**src/rtl/ram_access_arbiter_pkg.sv**
```systemverilog
// Shared definitions for the program/data RAM access arbiter: FSM states,
// requester port indices and default RAM geometry.
package ram_access_arbiter_pkg;

  localparam int unsigned ADDR_W_DEF = 4;
  localparam int unsigned DATA_W_DEF = 8;

  localparam logic PORT_CPU = 1'b0;
  localparam logic PORT_LDR = 1'b1;

  typedef enum logic [1:0] {
    ST_IDLE   = 2'd0,
    ST_ACCESS = 2'd1,
    ST_RWAIT  = 2'd2
  } state_e;

  // One-hot per-port strobe for a given port index.
  function automatic logic [1:0] port_onehot(input logic port);
    return port ? 2'b10 : 2'b01;
  endfunction

endpackage

```
**src/rtl/ram_access_arbiter_rr_arbiter2.sv**
```systemverilog
// Two-port winner select: a lone requester always wins; on contention the
// loader wins while the CPU is halted, otherwise the port not granted last wins.
module ram_access_arbiter_rr_arbiter2
  import ram_access_arbiter_pkg::*;
(
  input  logic [1:0] req,
  input  logic       last_grant,
  input  logic       cpu_halt,
  output logic       valid_c,
  output logic       winner_c
);

  always_comb begin
    valid_c  = |req;
    winner_c = PORT_CPU;
    case (req)
      2'b01:   winner_c = PORT_CPU;
      2'b10:   winner_c = PORT_LDR;
      2'b11:   winner_c = cpu_halt ? PORT_LDR
                                   : ((last_grant == PORT_CPU) ? PORT_LDR : PORT_CPU);
      default: winner_c = PORT_CPU;
    endcase
  end

endmodule

```
**src/rtl/ram_access_arbiter.sv**
```systemverilog
// Serialises single-beat CPU/loader accesses onto the shared RAM, driving its
// address/enable pins and returning read data with a one-cycle valid strobe.
module ram_access_arbiter
  import ram_access_arbiter_pkg::*;
#(
  parameter int unsigned ADDR_W   = ADDR_W_DEF,
  parameter int unsigned DATA_W   = DATA_W_DEF,
  parameter int unsigned READ_LAT = 1
) (
  input  logic              clk,
  input  logic              rst_n,
  input  logic              cpu_halt,
  input  logic [1:0]        req,
  input  logic [1:0]        we,
  input  logic [ADDR_W-1:0] addr0,
  input  logic [ADDR_W-1:0] addr1,
  input  logic [DATA_W-1:0] wdata0,
  input  logic [DATA_W-1:0] wdata1,
  output logic [1:0]        gnt,
  output logic [1:0]        rvalid,
  output logic [DATA_W-1:0] rdata,
  output logic              busy,
  output logic              owner,
  output logic [ADDR_W-1:0] ram_addr,
  output logic [DATA_W-1:0] ram_wdata,
  output logic              ram_ce_n,
  output logic              ram_we,
  input  logic [DATA_W-1:0] ram_rdata
);

  localparam int unsigned CNT_W = 2;

  state_e            state, state_nx;
  logic              last_grant, last_grant_nx;
  logic [CNT_W-1:0]  cnt, cnt_nx;
  logic              win_valid, win;

  logic [1:0]        gnt_nx, rvalid_nx;
  logic [DATA_W-1:0] rdata_nx, ram_wdata_nx;
  logic [ADDR_W-1:0] ram_addr_nx;
  logic              busy_nx, owner_nx, ram_ce_n_nx, ram_we_nx;

  ram_access_arbiter_rr_arbiter2 u_arb (
    .req        (req),
    .last_grant (last_grant),
    .cpu_halt   (cpu_halt),
    .valid_c    (win_valid),
    .winner_c   (win)
  );

  // Next-state and next-output logic; every output is registered below.
  always_comb begin
    state_nx      = state;
    last_grant_nx = last_grant;
    cnt_nx        = cnt;
    gnt_nx        = 2'b00;
    rvalid_nx     = 2'b00;
    rdata_nx      = rdata;
    owner_nx      = owner;
    ram_addr_nx   = ram_addr;
    ram_wdata_nx  = ram_wdata;
    ram_ce_n_nx   = 1'b1;
    ram_we_nx     = 1'b0;

    case (state)
      ST_IDLE: begin
        if (win_valid) begin
          owner_nx      = win;
          last_grant_nx = win;
          ram_addr_nx   = win ? addr1 : addr0;
          ram_wdata_nx  = win ? wdata1 : wdata0;
          ram_we_nx     = we[win];
          ram_ce_n_nx   = 1'b0;
          gnt_nx        = port_onehot(win);
          state_nx      = ST_ACCESS;
        end
      end
      ST_ACCESS: begin
        if (ram_we) begin
          state_nx = ST_IDLE;
        end else begin
          ram_ce_n_nx = 1'b0;
          cnt_nx      = CNT_W'(READ_LAT - 1);
          state_nx    = ST_RWAIT;
        end
      end
      ST_RWAIT: begin
        if (cnt == '0) begin
          rdata_nx  = ram_rdata;
          rvalid_nx = port_onehot(owner);
          state_nx  = ST_IDLE;
        end else begin
          ram_ce_n_nx = 1'b0;
          cnt_nx      = cnt - CNT_W'(1);
        end
      end
      default: state_nx = ST_IDLE;
    endcase

    busy_nx = (state_nx != ST_IDLE);
  end

  always_ff @(posedge clk) begin
    if (!rst_n) begin
      state      <= ST_IDLE;
      last_grant <= PORT_LDR;
      cnt        <= '0;
      gnt        <= 2'b00;
      rvalid     <= 2'b00;
      rdata      <= '0;
      busy       <= 1'b0;
      owner      <= PORT_CPU;
      ram_addr   <= '0;
      ram_wdata  <= '0;
      ram_ce_n   <= 1'b1;
      ram_we     <= 1'b0;
    end else begin
      state      <= state_nx;
      last_grant <= last_grant_nx;
      cnt        <= cnt_nx;
      gnt        <= gnt_nx;
      rvalid     <= rvalid_nx;
      rdata      <= rdata_nx;
      busy       <= busy_nx;
      owner      <= owner_nx;
      ram_addr   <= ram_addr_nx;
      ram_wdata  <= ram_wdata_nx;
      ram_ce_n   <= ram_ce_n_nx;
      ram_we     <= ram_we_nx;
    end
  end

endmodule

```
**config.mk**
```make
export PLATFORM = sky130hd
export DESIGN_NAME = ram_access_arbiter
export DESIGN_NICKNAME = d
export VERILOG_FILES = /design/src/rtl/ram_access_arbiter_pkg.sv /design/src/rtl/ram_access_arbiter_rr_arbiter2.sv /design/src/rtl/ram_access_arbiter.sv
export SDC_FILE = /design/constraint.sdc
export NUM_CORES = 1
export LEC_CHECK = 0
export CAP_MARGIN = 20
export CORE_MARGIN = 2
export CORE_UTILIZATION = 36
export CTS_BUF_LIST = sky130_fd_sc_hd__clkbuf_16
export DETAILED_ROUTE_END_ITERATION = 6
export GPL_TIMING_DRIVEN = 0
export PLACE_DENSITY_LB_ADDON = 0.25
export SLEW_MARGIN = 20
export SYNTH_ARGS = -nofsm -noshare
export SYNTH_HDL_FRONTEND = slang
export SYNTH_HIERARCHICAL = 1
export SYNTH_SLANG_ARGS = --single-unit
```
**constraint.sdc**
```tcl
create_clock -name clk -period 1.35 [get_ports clk]
set_clock_uncertainty 0.05 [all_clocks]
set_input_delay 0.2025 -clock clk [delete_from_list [all_inputs] [get_ports clk]]
set_output_delay 0.2025 -clock clk [all_outputs]
set_load 0.1 [all_outputs]
```
==> results of run 1 <==
cells in the final DEF, fill, tap and decap left out, types with 4 or more instances in the layout:
cell type	Yosys	layout
o2bb2ai_2	5	5
inv_1	6	5
dfxtp_1	33	29
clkdlybuf4s50_1	0	36
mux2i_1	22	15
dfxtp_2	0	4
nor2b_1	9	9
buf_2	1	24
o2bb2ai_1	6	6
buf_6	3	4
clkbuf_16	0	6
mux2i_2	0	5
buf_4	1	9
timing repair:
item / CTS / global route
hold buffers: 0 / 0
setup buffers: 3 / 6
pin swaps: 2 / 3
resized for setup: 153 / 23
setup endpoints to repair: 49 / 25
cloned: 2 / 1
metrics by stage:
| step | instance area (um2) | total power, mW | std cells | worst slack, ns |
|---|---|---|---|---|
| global route | 2362 | 3.441 | 248 | -0.09643 |
| finish | 2362 | 3.326 | 248 | 0.01487 |
| CTS | 2187 | 3.241 | 241 | -0.04484 |
| detailed placement | 2086 | 2.026 | 229 | -0.4666 |
| floorplan | 1365 | 1.751 | 115 | 0.007439 |
| global placement | 2086 | 2.011 | 229 | -0.4428 |
cell usage after synthesis, types with 2 or more instances:
library cell and instances:
a21oi_1 2, a211oi_1 2, nor2_1 2, inv_1 6, nor2b_1 9, o2bb2ai_1 6, dfxtp_1 33, nor3b_1 2
o2bb2ai_2 5, mux2i_1 22, buf_6 3, o21ai_0 2, nand2_1 2, and3_1 2
logic make-up (layout without fill, tap and decap cells):
logic type | Yosys count | in the layout | share of synthesized area
AOI/OAI and AO/OA | 21 | 21 | 0.1555
adders and majority gates | 1 | 1 | 0.009198
and+or+nand+nor | 26 | 26 | 0.1343
muxes | 22 | 22 | 0.1619
buffers and inverters | 12 | 97 | 0.05335
DFF | 33 | 33 | 0.4857
routing by layer:
metal	wire, um	vias to the layer above
met2	1979	43
li1	-	573
met5	0	-
met4	53	0
met1	1412	568
met3	270	5
report_power, final:
part / switching, mW / leakage [nW] / internal [mW] / total, mW
clock: 0.395 / 0.0797 / 0.855 / 1.25
sequential: 0.0490 / 0.272 / 1.05 / 1.10
combinational: 0.642 / 0.712 / 0.338 / 0.979
path summary, 6_finish.rpt:
path                             startpoint          end  slack [ns]  depth (start not counted)
worst min register to register  ram_addr[2]  ram_addr[2]        0.41                          1
worst max-delay path                 cnt[0]     rdata[6]        0.01                          6
worst max register to register       cnt[0]     rdata[6]        0.01                          6
worst min-delay path            ram_addr[2]  ram_addr[2]        0.41                          1
sequential cells by signal, summed over array words and instances, names as in the netlist:
register    count
last_grant      1
cnt             2
gnt             2
rdata           8
busy            1
rvalid          2
state           2
ram_ce_n        1
ram_wdata       8
owner           1
ram_addr        4
ram_we          1
final cells by class:
class	instances	area, um2
Buffer	6	76.32
Clock inverter	2	35.03
Sequential cell	33	665.6
Multi-Input combinational cell	70	701.9
Timing Repair Buffer	78	675.6
Clock buffer	5	125.1
Fill cell	309	1271
Inverter	6	22.52
Tap cell	48	60.06
worst register-to-register path: stages (launching register included):
cell and delay [ns]:
dfxtp_2 0.35, inv_2 0.05, ha_4 0.17, nand3b_1 0.14, buf_6 0.16, mux2i_2 0.22
nor2b_1 0.07
==> impl_metrics.tcl, run 1 <==
set metrics [dict create \
    status "completed" \
    htreeDepth 2 \
    synth_edf_count 0 \
    syn-mean-instance-area_um2 11.83 \
    slew_violations 0 \
    post_drt_wl_per_cell_um 14.98 \
    cts_root_buf "clkbuf_16" \
    startpoint_type "flop" \
    drc 0 \
    die_h_um 65.47 \
    ys_seq_area_frac 0.4857 \
    diodes 0 \
    routed_wl_mm 3.715 \
    slowest_delay_ns 0.35 \
    hp-class "flop to flop" \
    yosys-top-cells-area "dfxtp_1 (49%), mux2i_1 (16%), o2bb2ai_2 (5.5%)" \
    cp.arrival_ns 1.45 \
    rows 22 \
    cp_cell_sequence "inv_2 -> ha_4 -> nand3b_1 -> buf_6 -> mux2i_2 -> nor2b_1" \
    utilization 0.6501 \
    cp.required_ns 1.47 \
    clock_sinks 33 \
    finalNetCount 240 \
    yosys.area.top_type "dfxtp_1" \
    grt_start_max_net_pins 11 \
    die_w_um 65.47 \
    met1_usage 0.1701 \
    dr.pass1.iters 4 \
    cts_tree "built" \
    die_area_um2 4286 \
    core_area_um2 3633 \
    post-route-period-util 0.9890 \
    numCtsBuffers 5 \
    drt_iter0_markers 26 \
    crit_family "flip-flops" \
    rsz0062_at_grt "yes" \
    slowest_stage "dfxtp_2" \
    viasPerCell 4.794 \
    cp_max_fo 5 \
    ant_nets 0 \
    grt_use_met2 0.3036 \
    synth_top_area_frac 0.4857 \
    grt-ovfl-total 0 \
    relSlewSlack 0.6737 \
    synth.distinct_cells 31 \
    synth_area_um2 1360 \
    drive_gt1_frac 0.3900 \
    grt_pass1_wl_mm 5.368 \
    dp_hpwl_mm 2.381 \
    ys.flop_type "dfxtp_1" \
    ir_worst_vdd_uv 870.5 \
    max_freq_ghz 0.7490 \
    syn_inst 115 \
    finalHoldViolCount 0 \
    ios 67 \
    worst_pin_slew_ns 0.4929 \
    met3_usage 0.06336 \
    end_kind "flop" \
    io_buffers 66 \
    vias 1189 \
    critical_path_class "flop to flop" \
    power.density_nw_per_um2 1408 \
    clk_latency_ns 0.28 \
    grt_pass1_vias 1219 \
    antenna_found_initial 0 \
    start_util 0.3743 \
    gp_congestion 0.6450 \
    yosys_register_bits 33 \
    syn_to_final_growth_pct 73.69 \
    synthArstFlopShare 0 \
    finalSetupTns_ns 0 \
    maxCapViolCount 0 \
    grt_usage 0.1671 \
    yosys_warnings 6 \
    top_usage_layer "met2" \
    clkSlewWorstSetupHoldPaths_ns 0.05 \
    clockBufferDepth 2 \
    critPathBufInv 2 \
    period_needed_ns 1.335 \
    setup_viol 0 \
    holdWs_ns 0.4115 \
    p_leak_nw 1.064 \
    synth_nets 155 \
]
Note: power is estimated with default switching activity, not from simulation.
==> run 2: changes to the inputs <==
GPL_ROUTABILITY_DRIVEN = 1   (was default)
==> results of run 2 <==
No change in the layout: final DEF, timing and power equal those of run 1.
